**config.mk**
```make
export PLATFORM = sky130hd
export DESIGN_NAME = fft_r2_delay_stage_flat
export DESIGN_NICKNAME = d
export VERILOG_FILES = /design/src/rtl/fft_r2_delay_stage_if.sv /design/src/rtl/fft_r2_delay_stage.sv /design/src/flat_wrapper.sv
export SDC_FILE = /design/constraint.sdc
export NUM_CORES = 2
export LEC_CHECK = 0
export ABC_AREA = 0
export ABC_CLOCK_PERIOD_IN_PS = 29700
export CAP_MARGIN = 20
export CORE_AREA = 3 3 477 479
export DETAILED_ROUTE_END_ITERATION = 16
export DIE_AREA = 0 0 480 482
export HOLD_SLACK_MARGIN = 0.03
export MAX_ROUTING_LAYER = met4
export PLACE_DENSITY = 0.65
export SLEW_MARGIN = 40
export SYNTH_ARGS = -nofsm -noshare
export SYNTH_HDL_FRONTEND = slang
export SYNTH_SLANG_ARGS = --single-unit
```
**constraint.sdc**
```tcl
create_clock -name clk -period 29.7 [get_ports clk]
set_input_delay 5.94 -clock clk [delete_from_list [all_inputs] [get_ports clk]]
set_output_delay 5.94 -clock clk [all_outputs]
set_load 0.02 [all_outputs]
```
**src/rtl/fft_r2_delay_stage_if.sv**
```systemverilog
// Beat-level bus of the radix-2 delay stage: input sample beats towards the
// stage and registered butterfly results back from it.
interface fft_r2_delay_stage_if #(
  parameter int IN_W  = 12,
  parameter int LANES = 16,
  parameter int DEPTH = 2,
  parameter int SCALE = 0
);
  localparam int OUT_W = IN_W + 1 - SCALE;
  localparam int IDX_W = (DEPTH > 1) ? $clog2(DEPTH) : 1;

  logic                    din_valid;
  logic                    din_sof;
  logic signed [IN_W-1:0]  din_re      [0:LANES-1];
  logic signed [IN_W-1:0]  din_im      [0:LANES-1];

  logic                    dout_valid;
  logic                    dout_sof;
  logic [IDX_W-1:0]        dout_idx;
  logic signed [OUT_W-1:0] dout_add_re [0:LANES-1];
  logic signed [OUT_W-1:0] dout_add_im [0:LANES-1];
  logic signed [OUT_W-1:0] dout_sub_re [0:LANES-1];
  logic signed [OUT_W-1:0] dout_sub_im [0:LANES-1];
  logic                    err_sof;

  // Upstream side: produces sample beats, consumes results.
  modport master (
    output din_valid, din_sof, din_re, din_im,
    input  dout_valid, dout_sof, dout_idx,
    input  dout_add_re, dout_add_im, dout_sub_re, dout_sub_im, err_sof
  );

  // Stage side: consumes sample beats, produces results.
  modport slave (
    input  din_valid, din_sof, din_re, din_im,
    output dout_valid, dout_sof, dout_idx,
    output dout_add_re, dout_add_im, dout_sub_re, dout_sub_im, err_sof
  );
endinterface

```
**src/rtl/fft_r2_delay_stage.sv**
```systemverilog
// Radix-2 delay-line butterfly stage. The first half of every frame is parked
// in a DEPTH-deep buffer; each beat of the second half is combined with the
// matching parked beat into a sum and a difference, registered for output.
// A start-of-frame marker arriving mid-frame restarts frame alignment.
module fft_r2_delay_stage #(
  parameter int IN_W  = 12,
  parameter int LANES = 16,
  parameter int DEPTH = 2,
  parameter int SCALE = 0
) (
  input logic                 clk,
  input logic                 rstn,
  fft_r2_delay_stage_if.slave bus
);
  localparam int OUT_W = IN_W + 1 - SCALE;
  localparam int IDX_W = (DEPTH > 1) ? $clog2(DEPTH) : 1;
  localparam int CNT_W = $clog2(2 * DEPTH);
  localparam int SUM_W = IN_W + 2;

  localparam logic [CNT_W-1:0]        CNT_ZERO = {CNT_W{1'b0}};
  localparam logic [CNT_W-1:0]        CNT_ONE  = CNT_W'(1'b1);
  localparam logic [CNT_W-1:0]        CNT_LAST = CNT_W'(2 * DEPTH - 1);
  localparam logic [IDX_W-1:0]        IDX_ZERO = {IDX_W{1'b0}};
  localparam logic signed [SUM_W-1:0] RND_ONE  = SUM_W'(1'b1);
  localparam logic signed [SUM_W-1:0] SAT_MAX  = {3'b000, {(IN_W-1){1'b1}}};
  localparam logic signed [SUM_W-1:0] SAT_MIN  = {3'b111, {(IN_W-1){1'b0}}};
  localparam logic signed [OUT_W-1:0] OUT_ZERO = {OUT_W{1'b0}};

  // Sign-extend an input sample to the working width of the butterfly.
  function automatic logic signed [SUM_W-1:0] ext_fn(input logic signed [IN_W-1:0] x);
    return {{2{x[IN_W-1]}}, x};
  endfunction

  // Map an exact butterfly result to the output width: either keep it whole
  // (bit growth) or halve it with round-half-up and clamp to the input range.
  function automatic logic signed [OUT_W-1:0] scale_fn(input logic signed [SUM_W-1:0] x);
    logic signed [SUM_W-1:0] h;
    h = (x + RND_ONE) >>> 1;
    if (SCALE == 0) begin
      return x[OUT_W-1:0];
    end else if (h > SAT_MAX) begin
      return SAT_MAX[OUT_W-1:0];
    end else if (h < SAT_MIN) begin
      return SAT_MIN[OUT_W-1:0];
    end else begin
      return h[OUT_W-1:0];
    end
  endfunction

  logic [CNT_W-1:0]        beat_cnt_r;
  logic [CNT_W-1:0]        cnt_nxt_s;
  logic [IDX_W-1:0]        addr_s;
  logic [IDX_W-1:0]        wr_addr_s;
  logic                    sof_err_s;
  logic                    compute_s;
  logic                    wr_en_s;

  logic signed [IN_W-1:0]  buf_re_r [0:DEPTH-1][0:LANES-1];
  logic signed [IN_W-1:0]  buf_im_r [0:DEPTH-1][0:LANES-1];

  logic signed [OUT_W-1:0] add_re_s [0:LANES-1];
  logic signed [OUT_W-1:0] add_im_s [0:LANES-1];
  logic signed [OUT_W-1:0] sub_re_s [0:LANES-1];
  logic signed [OUT_W-1:0] sub_im_s [0:LANES-1];

  logic                    dout_valid_r;
  logic                    dout_sof_r;
  logic [IDX_W-1:0]        dout_idx_r;
  logic                    err_sof_r;
  logic signed [OUT_W-1:0] add_re_r [0:LANES-1];
  logic signed [OUT_W-1:0] add_im_r [0:LANES-1];
  logic signed [OUT_W-1:0] sub_re_r [0:LANES-1];
  logic signed [OUT_W-1:0] sub_im_r [0:LANES-1];

  // Classify the current beat (fill / compute / realignment) and pick the next beat count.
  always_comb begin
    sof_err_s = bus.din_valid && bus.din_sof && (beat_cnt_r != CNT_ZERO);
    // The top count bit separates the fill half from the compute half.
    compute_s = bus.din_valid && !sof_err_s && beat_cnt_r[CNT_W-1];
    wr_en_s   = bus.din_valid && (sof_err_s || !beat_cnt_r[CNT_W-1]);
    if (DEPTH == 1) begin
      addr_s = IDX_ZERO;
    end else begin
      addr_s = beat_cnt_r[IDX_W-1:0];
    end
    // A realigning beat is stored as beat 0 of the new frame.
    if (sof_err_s) begin
      wr_addr_s = IDX_ZERO;
    end else begin
      wr_addr_s = addr_s;
    end
    if (sof_err_s) begin
      cnt_nxt_s = CNT_ONE;
    end else if (bus.din_valid) begin
      if (beat_cnt_r == CNT_LAST) begin
        cnt_nxt_s = CNT_ZERO;
      end else begin
        cnt_nxt_s = beat_cnt_r + CNT_ONE;
      end
    end else begin
      cnt_nxt_s = beat_cnt_r;
    end
  end

  // Beat position within the frame; advances only on accepted beats.
  always_ff @(posedge clk or posedge rstn) begin
    if (rstn) begin
      beat_cnt_r <= CNT_ZERO;
    end else begin
      beat_cnt_r <= cnt_nxt_s;
    end
  end

  // First-half delay buffer; contents are only meaningful once written.
  always_ff @(posedge clk) begin
    if (wr_en_s) begin
      for (int l = 0; l < LANES; l++) begin
        buf_re_r[wr_addr_s][l] <= bus.din_re[l];
        buf_im_r[wr_addr_s][l] <= bus.din_im[l];
      end
    end
  end

  // Butterfly: parked sample a against incoming sample b, per lane and part.
  always_comb begin
    for (int l = 0; l < LANES; l++) begin
      add_re_s[l] = scale_fn(ext_fn(buf_re_r[addr_s][l]) + ext_fn(bus.din_re[l]));
      add_im_s[l] = scale_fn(ext_fn(buf_im_r[addr_s][l]) + ext_fn(bus.din_im[l]));
      sub_re_s[l] = scale_fn(ext_fn(buf_re_r[addr_s][l]) - ext_fn(bus.din_re[l]));
      sub_im_s[l] = scale_fn(ext_fn(buf_im_r[addr_s][l]) - ext_fn(bus.din_im[l]));
    end
  end

  // Output register: results and index update only on compute beats, otherwise hold.
  always_ff @(posedge clk or posedge rstn) begin
    if (rstn) begin
      dout_valid_r <= 1'b0;
      dout_sof_r   <= 1'b0;
      dout_idx_r   <= IDX_ZERO;
      err_sof_r    <= 1'b0;
      for (int l = 0; l < LANES; l++) begin
        add_re_r[l] <= OUT_ZERO;
        add_im_r[l] <= OUT_ZERO;
        sub_re_r[l] <= OUT_ZERO;
        sub_im_r[l] <= OUT_ZERO;
      end
    end else begin
      dout_valid_r <= compute_s;
      dout_sof_r   <= compute_s && (addr_s == IDX_ZERO);
      err_sof_r    <= sof_err_s;
      if (compute_s) begin
        dout_idx_r <= addr_s;
        for (int l = 0; l < LANES; l++) begin
          add_re_r[l] <= add_re_s[l];
          add_im_r[l] <= add_im_s[l];
          sub_re_r[l] <= sub_re_s[l];
          sub_im_r[l] <= sub_im_s[l];
        end
      end
    end
  end

  assign bus.dout_valid  = dout_valid_r;
  assign bus.dout_sof    = dout_sof_r;
  assign bus.dout_idx    = dout_idx_r;
  assign bus.err_sof     = err_sof_r;
  assign bus.dout_add_re = add_re_r;
  assign bus.dout_add_im = add_im_r;
  assign bus.dout_sub_re = sub_re_r;
  assign bus.dout_sub_im = sub_im_r;
endmodule

```
**src/flat_wrapper.sv**
```systemverilog
// flat-port wrapper written by rule: the top's interface ports become plain ports
module fft_r2_delay_stage_flat 
#(
  parameter int IN_W  = 12,
  parameter int LANES = 16,
  parameter int DEPTH = 2,
  parameter int SCALE = 0
)
  (clk, rstn, bus_din_valid, bus_din_sof, bus_din_re, bus_din_im, bus_dout_valid, bus_dout_sof, bus_dout_idx, bus_dout_add_re, bus_dout_add_im, bus_dout_sub_re, bus_dout_sub_im, bus_err_sof);
  fft_r2_delay_stage_if #(.IN_W(IN_W), .LANES(LANES), .DEPTH(DEPTH), .SCALE(SCALE)) bus_i ();
  input logic clk;
  input logic rstn;
  input wire logic [$bits(bus_i.din_valid)-1:0] bus_din_valid;
  input wire logic [$bits(bus_i.din_sof)-1:0] bus_din_sof;
  input wire logic [$bits(bus_i.din_re)-1:0] bus_din_re;
  input wire logic [$bits(bus_i.din_im)-1:0] bus_din_im;
  output wire logic [$bits(bus_i.dout_valid)-1:0] bus_dout_valid;
  output wire logic [$bits(bus_i.dout_sof)-1:0] bus_dout_sof;
  output wire logic [$bits(bus_i.dout_idx)-1:0] bus_dout_idx;
  output wire logic [$bits(bus_i.dout_add_re)-1:0] bus_dout_add_re;
  output wire logic [$bits(bus_i.dout_add_im)-1:0] bus_dout_add_im;
  output wire logic [$bits(bus_i.dout_sub_re)-1:0] bus_dout_sub_re;
  output wire logic [$bits(bus_i.dout_sub_im)-1:0] bus_dout_sub_im;
  output wire logic [$bits(bus_i.err_sof)-1:0] bus_err_sof;
  assign bus_i.din_valid = bus_din_valid;
  assign bus_i.din_sof = bus_din_sof;
  assign bus_i.din_re = {>>{bus_din_re}};
  assign bus_i.din_im = {>>{bus_din_im}};
  assign bus_dout_valid = bus_i.dout_valid;
  assign bus_dout_sof = bus_i.dout_sof;
  assign bus_dout_idx = bus_i.dout_idx;
  assign bus_dout_add_re = {>>{bus_i.dout_add_re}};
  assign bus_dout_add_im = {>>{bus_i.dout_add_im}};
  assign bus_dout_sub_re = {>>{bus_i.dout_sub_re}};
  assign bus_dout_sub_im = {>>{bus_i.dout_sub_im}};
  assign bus_err_sof = bus_i.err_sof;
  fft_r2_delay_stage #(.IN_W(IN_W), .LANES(LANES), .DEPTH(DEPTH), .SCALE(SCALE)) u_core (.clk(clk), .rstn(rstn), .bus(bus_i));
endmodule
```
After elaboration in Yosys (flattened, before gate mapping)

Memories as Yosys holds them, arrays and structs flattened.
Cells that the tools add are included.

Bits in registers: 838
RAM bits: 768
Input port bits: 388
Output and inout port bits: 836
Logic and storage cells: 155
Memories: 2

$add $sub $neg: 65
Eq/ne operators: 1
Muxes and demuxes: 6
Bitwise gates (word level): 1
Reductions and logical operators: 11

Memories:

| memory          | depth | bits a word | read ports | clocked after memory_dff | write ports | RTL line                 | source |
|---|---|---|---|---|---|---|---|
| u_core.buf_im_r | 2     | 192         | 1          | 0                        | 1           | fft_r2_delay_stage.sv:59 | `logic signed [IN_W-1:0] buf_im_r [0:DEPTH-1][0:LANES-1];` |
| u_core.buf_re_r | 2     | 192         | 1          | 0                        | 1           | fft_r2_delay_stage.sv:58 | `logic signed [IN_W-1:0] buf_re_r [0:DEPTH-1][0:LANES-1];` |

Operators with widths:

| kind                                                          | number |
|---|---|
| 12-bit by 12-bit adder with 13-bit output                     | 32 |
| 12-bit by 12-bit subtractor with 13-bit output                | 32 |
| 1-bit logical AND                                             | 6 |
| 2-bit 2-to-1 mux                                              | 3 |
| 2-bit nonzero test                                            | 2 |
| 1-bit 2-to-1 mux                                              | 3 |
| 2-bit by 1-bit adder with 2-bit output, second input constant | 1 |
| 2-bit equality test, second input constant                    | 1 |
| 1-bit logical NOT                                             | 2 |
| 1-bit logical OR                                              | 1 |
| 1-bit inverter                                                | 1 |

Depth between registers and ports, before layout

Word-level depth: 6
Depth in mapped cells: 14
Gate-level depth less buffers: 11

Least setup slack after synthesis

Ideal clock, no wire load.

Kind: input -> register
From: input bus_din_valid
To: memory u_core.buf_im_r[1][0] (netlist bit), enable pin
Setup time: 1.602 ns
Arrival: 31.903 ns
Data required time: 28.098 ns
Path slack: -3.805 ns
Stages: 3
Path buffers: 1
Path through: buf_2 > nand2_1 > nor3_1

Longest elaborated chain between the ends: 6
Elaborated cells between the ends (all ways): 7
Those cells by class: 3 x mux; 4 x reduce/logical

RTL lines:

| what                                   | RTL line                  | source |
|---|---|---|
| from (decl)                            | flat_wrapper.sv:13        | `input wire logic [$bits(bus_i.din_valid)-1:0] bus_din_valid;` |
| 1-bit logical AND (2 in series)        | fft_r2_delay_stage.sv:77  | `sof_err_s = bus.din_valid && bus.din_sof && (beat_cnt_r != CNT_ZERO);` |
| 1-bit logical OR                       | fft_r2_delay_stage.sv:80  | `wr_en_s = bus.din_valid && (sof_err_s \|\| !beat_cnt_r[CNT_W-1]);` |
| 1-bit logical AND                      | fft_r2_delay_stage.sv:80  |  |
| 1-bit 2-to-1 mux                       | fft_r2_delay_stage.sv:116 | `if (wr_en_s) begin` |
| 1-bit 2-to-1 mux (not written as such) | fft_r2_delay_stage.sv:119 | `buf_im_r[wr_addr_s][l] <= bus.din_im[l];` |
| to (decl)                              | fft_r2_delay_stage.sv:59  |  |

Several ways; a longest one is shown, not always the timed one.

Worst setup path in the final report

From: input bus_din_valid
To: register u_core.sub_im_r (netlist bit u_core.bus.dout_sub_im[180])

Longest elaborated chain between the ends: 5

RTL lines:

| what                                | RTL line                  | source |
|---|---|---|
| 1-bit logical AND (2 in series)     | fft_r2_delay_stage.sv:77  |  |
| 1-bit logical NOT                   | fft_r2_delay_stage.sv:79  | `compute_s = bus.din_valid && !sof_err_s && beat_cnt_r[CNT_W-1];` |
| 1-bit logical AND (*) (2 in series) | fft_r2_delay_stage.sv:79  |  |
| to (signal, indexed assignment)     | fft_r2_delay_stage.sv:157 | `sub_im_r[l] <= sub_im_s[l];` |
| to (decl)                           | fft_r2_delay_stage.sv:73  | `logic signed [OUT_W-1:0] sub_im_r [0:LANES-1];` |

Every way passes the cells marked *; elsewhere a longest branch is shown, timed or not.
A chain may end at the register's enable or synchronous reset.

==> impl_results.md <==
* CTS H-tree depth at 4
* Number of hold buffers added after cts at 0
* Net count after synthesis at 9,898
* Nets at 10,980
* Die width at 480 um
* Starting DRT DRC Count at 4,896
* Area Overhead vs Synth at 23.65%
* Largest net degree at the start of global routing at 140
* Final Util at 49.64%
* Die height at 482 um
* Setup TNS Final at 0 ns
* Post-CTS setup buffers at 0
* Max Slew Vio Count at 0
* Sequential area share after synthesis at 48.07%
* Drt wl/cell at 22.81 um
* RSZ-0062 raised after global routing: no
* Slowest stage cell, crit path: buf_4
* Synth Warn # at 0
* Pwr Density at 102.2 nW/um2
* DR pass1 iterations at 8
* Clock transition at the registers of the reported paths at 0.06 ns
* First-pass GRT wire length at 434,000 um
* Antenna viol nets, final at 0
* Num CTS Buffers at 182
* CP max FO at 85
* FF-to-FF setup slack at 24.31 ns
* WL final at 294,800 um
* Worst-path cell chain: clkdlybuf4s50_1 -> nand3_4 -> buf_4 -> buf_6 -> buf_4 -> buf_4 -> o31ai_1 -> a21oi_1 -> nand3_1
* Status: finished clean
* Core box area at 224,000 um2
* Buf/Inv on CP at 5
* Top cell by count, worst path: buf_4
* Max_slew headroom at 43.93%
* HPWL Detailed at 226,600 um
* Commonest cells post-synth: 975 x nand2_1, 852 x ha_1, 806 x dfrtp_1
* DRC Markers at 0
* Worst ir drop on vdd at 0.00006812 V
* Vias per std cell at 5.199
* Final hold vios at 0
* Placed Cells at 12,480
* Largest delay share family, worst path: buffers and inverters
* Worst-margin pin slew at 0.8411 ns
* Final std cells w/o fill at 12,920
* # IOs at 1,224
* Final GP Congestion at 0.9541
* GRT Overall Usage at 25.55%
* Initial antenna violation count at 108
* DR vias at 67,190
* GRT met3 Usage at 6.837%
* Unique masters post-synth at 81
* Clk_skew at 0.03080 ns
* PostCTS Resize Cnt at 0
* Yosys top cell area share at 25.64%
* Global routing's busiest layer: met2
* Die ar. at 231,400 um2
* Leakage power at 47.20 nW
* CTS tree: done
* Final worst-path cycle share at 31.73%
* Sink Count at 1,574
* Syn_area_per_cell at 10.46 um2
* Clk root buf: clkbuf_16
* Worst skew pair latency at 0.82 ns
* Critical Path AT at 10.12 ns
* Max_cap viols at 0
* WP data required at 30.40 ns
* Ys async rst share at 51.21%
* I/O Buffers at 1,223
* Initial core utilization at 40.14%
* FP Rows at 174
* Max incr delay on CP at 0.72 ns
* CP Capture Type: register
* Endpoints failing setup at 0
* Post-synth EDFFs at 768
* Post-synthesis sequential element count at 1,574
* Worst setup SP type: input pin
* Cell area after synthesis at 89,930 um2
* Clock Path Buffers at 3
* Share of layout cells above drive strength 1 at 7.553%
* Area contributors post-synth: edfxtp_1 26%, dfrtp_1 22%, ha_1 12%
* Most numerous cell in the Yosys netlist: nand2_1
* GRT met1 Usage at 30.81%
* Synth Flop Type: dfrtp_1
* Cell taking the most area after synthesis: edfxtp_1
* Min Clock Period, post-route at 9.424 ns
* Vias in the first global route at 66,570
* Gate Count Post-Synth at 8,594
* Worst hold path type: reg -> reg
* Overflow after GRT at 0
* Fmax at 106.1 MHz
* GR Layer Usage met2 at 40.02%
* Setup CP Type: in -> reg
==> path summary, 6_finish.rpt <==
path | start | to | depth (start not counted)
max reg2reg | u_core.beat_cnt_r[0]$_DFFE_PP0P_ | u_core.bus.dout_sub_im[180]$_DFFE_PP0P_ | 11
max in group asynchronous | rstn | u_core.bus.dout_sub_re[1]$_DFFE_PP0P_ | 6
min in group asynchronous | rstn | u_core.bus.dout_add_re[197]$_DFFE_PP0P_ | 2
min | u_core.bus.dout_add_im[55]$_DFFE_PP0P_ | u_core.bus.dout_add_im[55]$_DFFE_PP0P_ | 2
min reg2reg | u_core.bus.dout_add_im[55]$_DFFE_PP0P_ | u_core.bus.dout_add_im[55]$_DFFE_PP0P_ | 2
max | bus_din_valid | u_core.bus.dout_sub_im[180]$_DFFE_PP0P_ | 9
==> through the flow <==
step	hold WS, ns	instance area [um2]	total power [mW]	setup slack, ns
final	0.4631	111200	11.36	20.28
after global routing	0.4976	111200	12.04	19.95
after CTS	0.4681	110800	11.45	19.80
after detailed placement	0.4553	104700	9.106	18.86
after global placement	0.4582	104600	9.036	18.88
after floorplan	0.5745	89940	6.768	1.124
==> flip-flops by register name, indices dropped and copies added, names as in the netlist <==
name and count:
u_core.buf_im_r 384, u_core.buf_re_r 384, u_core.bus.dout_add_re 203, u_core.bus.dout_add_im 201
u_core.bus.dout_sub_im 199, u_core.bus.dout_sub_re 197, u_core.beat_cnt_r 2, u_core.bus.dout_idx 1
u_core.bus.dout_sof 1, u_core.bus.dout_valid 1, u_core.bus.err_sof 1
==> per-layer routing <==
layer	vias to the layer above	part of all wire, %
met3	440	7.7
met5	-	0
met4	0	4.8
li1	31910	-
met2	2000	46
met1	32840	41
==> cell usage in the layout (no fill, tap or decap), types with 67 or more instances in the layout <==
cell and n:
nand2b_1 130, a31oi_1 99, xnor2_1 419, o21ai_0 781, nand2_1 975, ha_1 852, diode_2 94, clkdlybuf4s50_1 1223
a21o_1 67, clkbuf_16 187, nor2b_1 144, nor3_1 131, dfrtp_1 805, a21oi_1 490, mux2_2 349, edfxtp_1 768
o21a_1 78, o21ai_1 128, nor2_1 490, inv_1 683, xor2_1 163
==> power by group <==
| part | internal, mW | switching (mW) |
|---|---|---|
| clock | 1.33 | 0.949 |
| combinational | 2.28 | 3.25 |
| sequential | 3.01 | 0.537 |
==> layout make-up <==
class                           instances  area [um2]
Antenna cell                           94       235.2
Clock buffer                          269        5298
Clock inverter                         74       800.8
Fill cell                           20120      112800
Inverter                              688        2597
Multi-Input combinational cell       5953       42370
Sequential cell                      1574       43240
Tap cell                             2992        3744
Timing Repair Buffer                 1279       12920
==> logic make-up after synthesis <==
kind of cell,synth area share (%)
DFF,48.07
xor gates and xnor gates,5.668
buffers and inverters,4.851
adders and majority gates,13.28
AOI/OAI and AO/OA,13.02
and+or+nand+nor,10.03
muxes,5.082
==> tightest hold or removal path, stage by stage (launching register included) <==
cell	delay [ns]
dfrtp_1	0.34
nand2_1	0.05
nand2_1	0.05
Power figures use the tool's default switching activity.
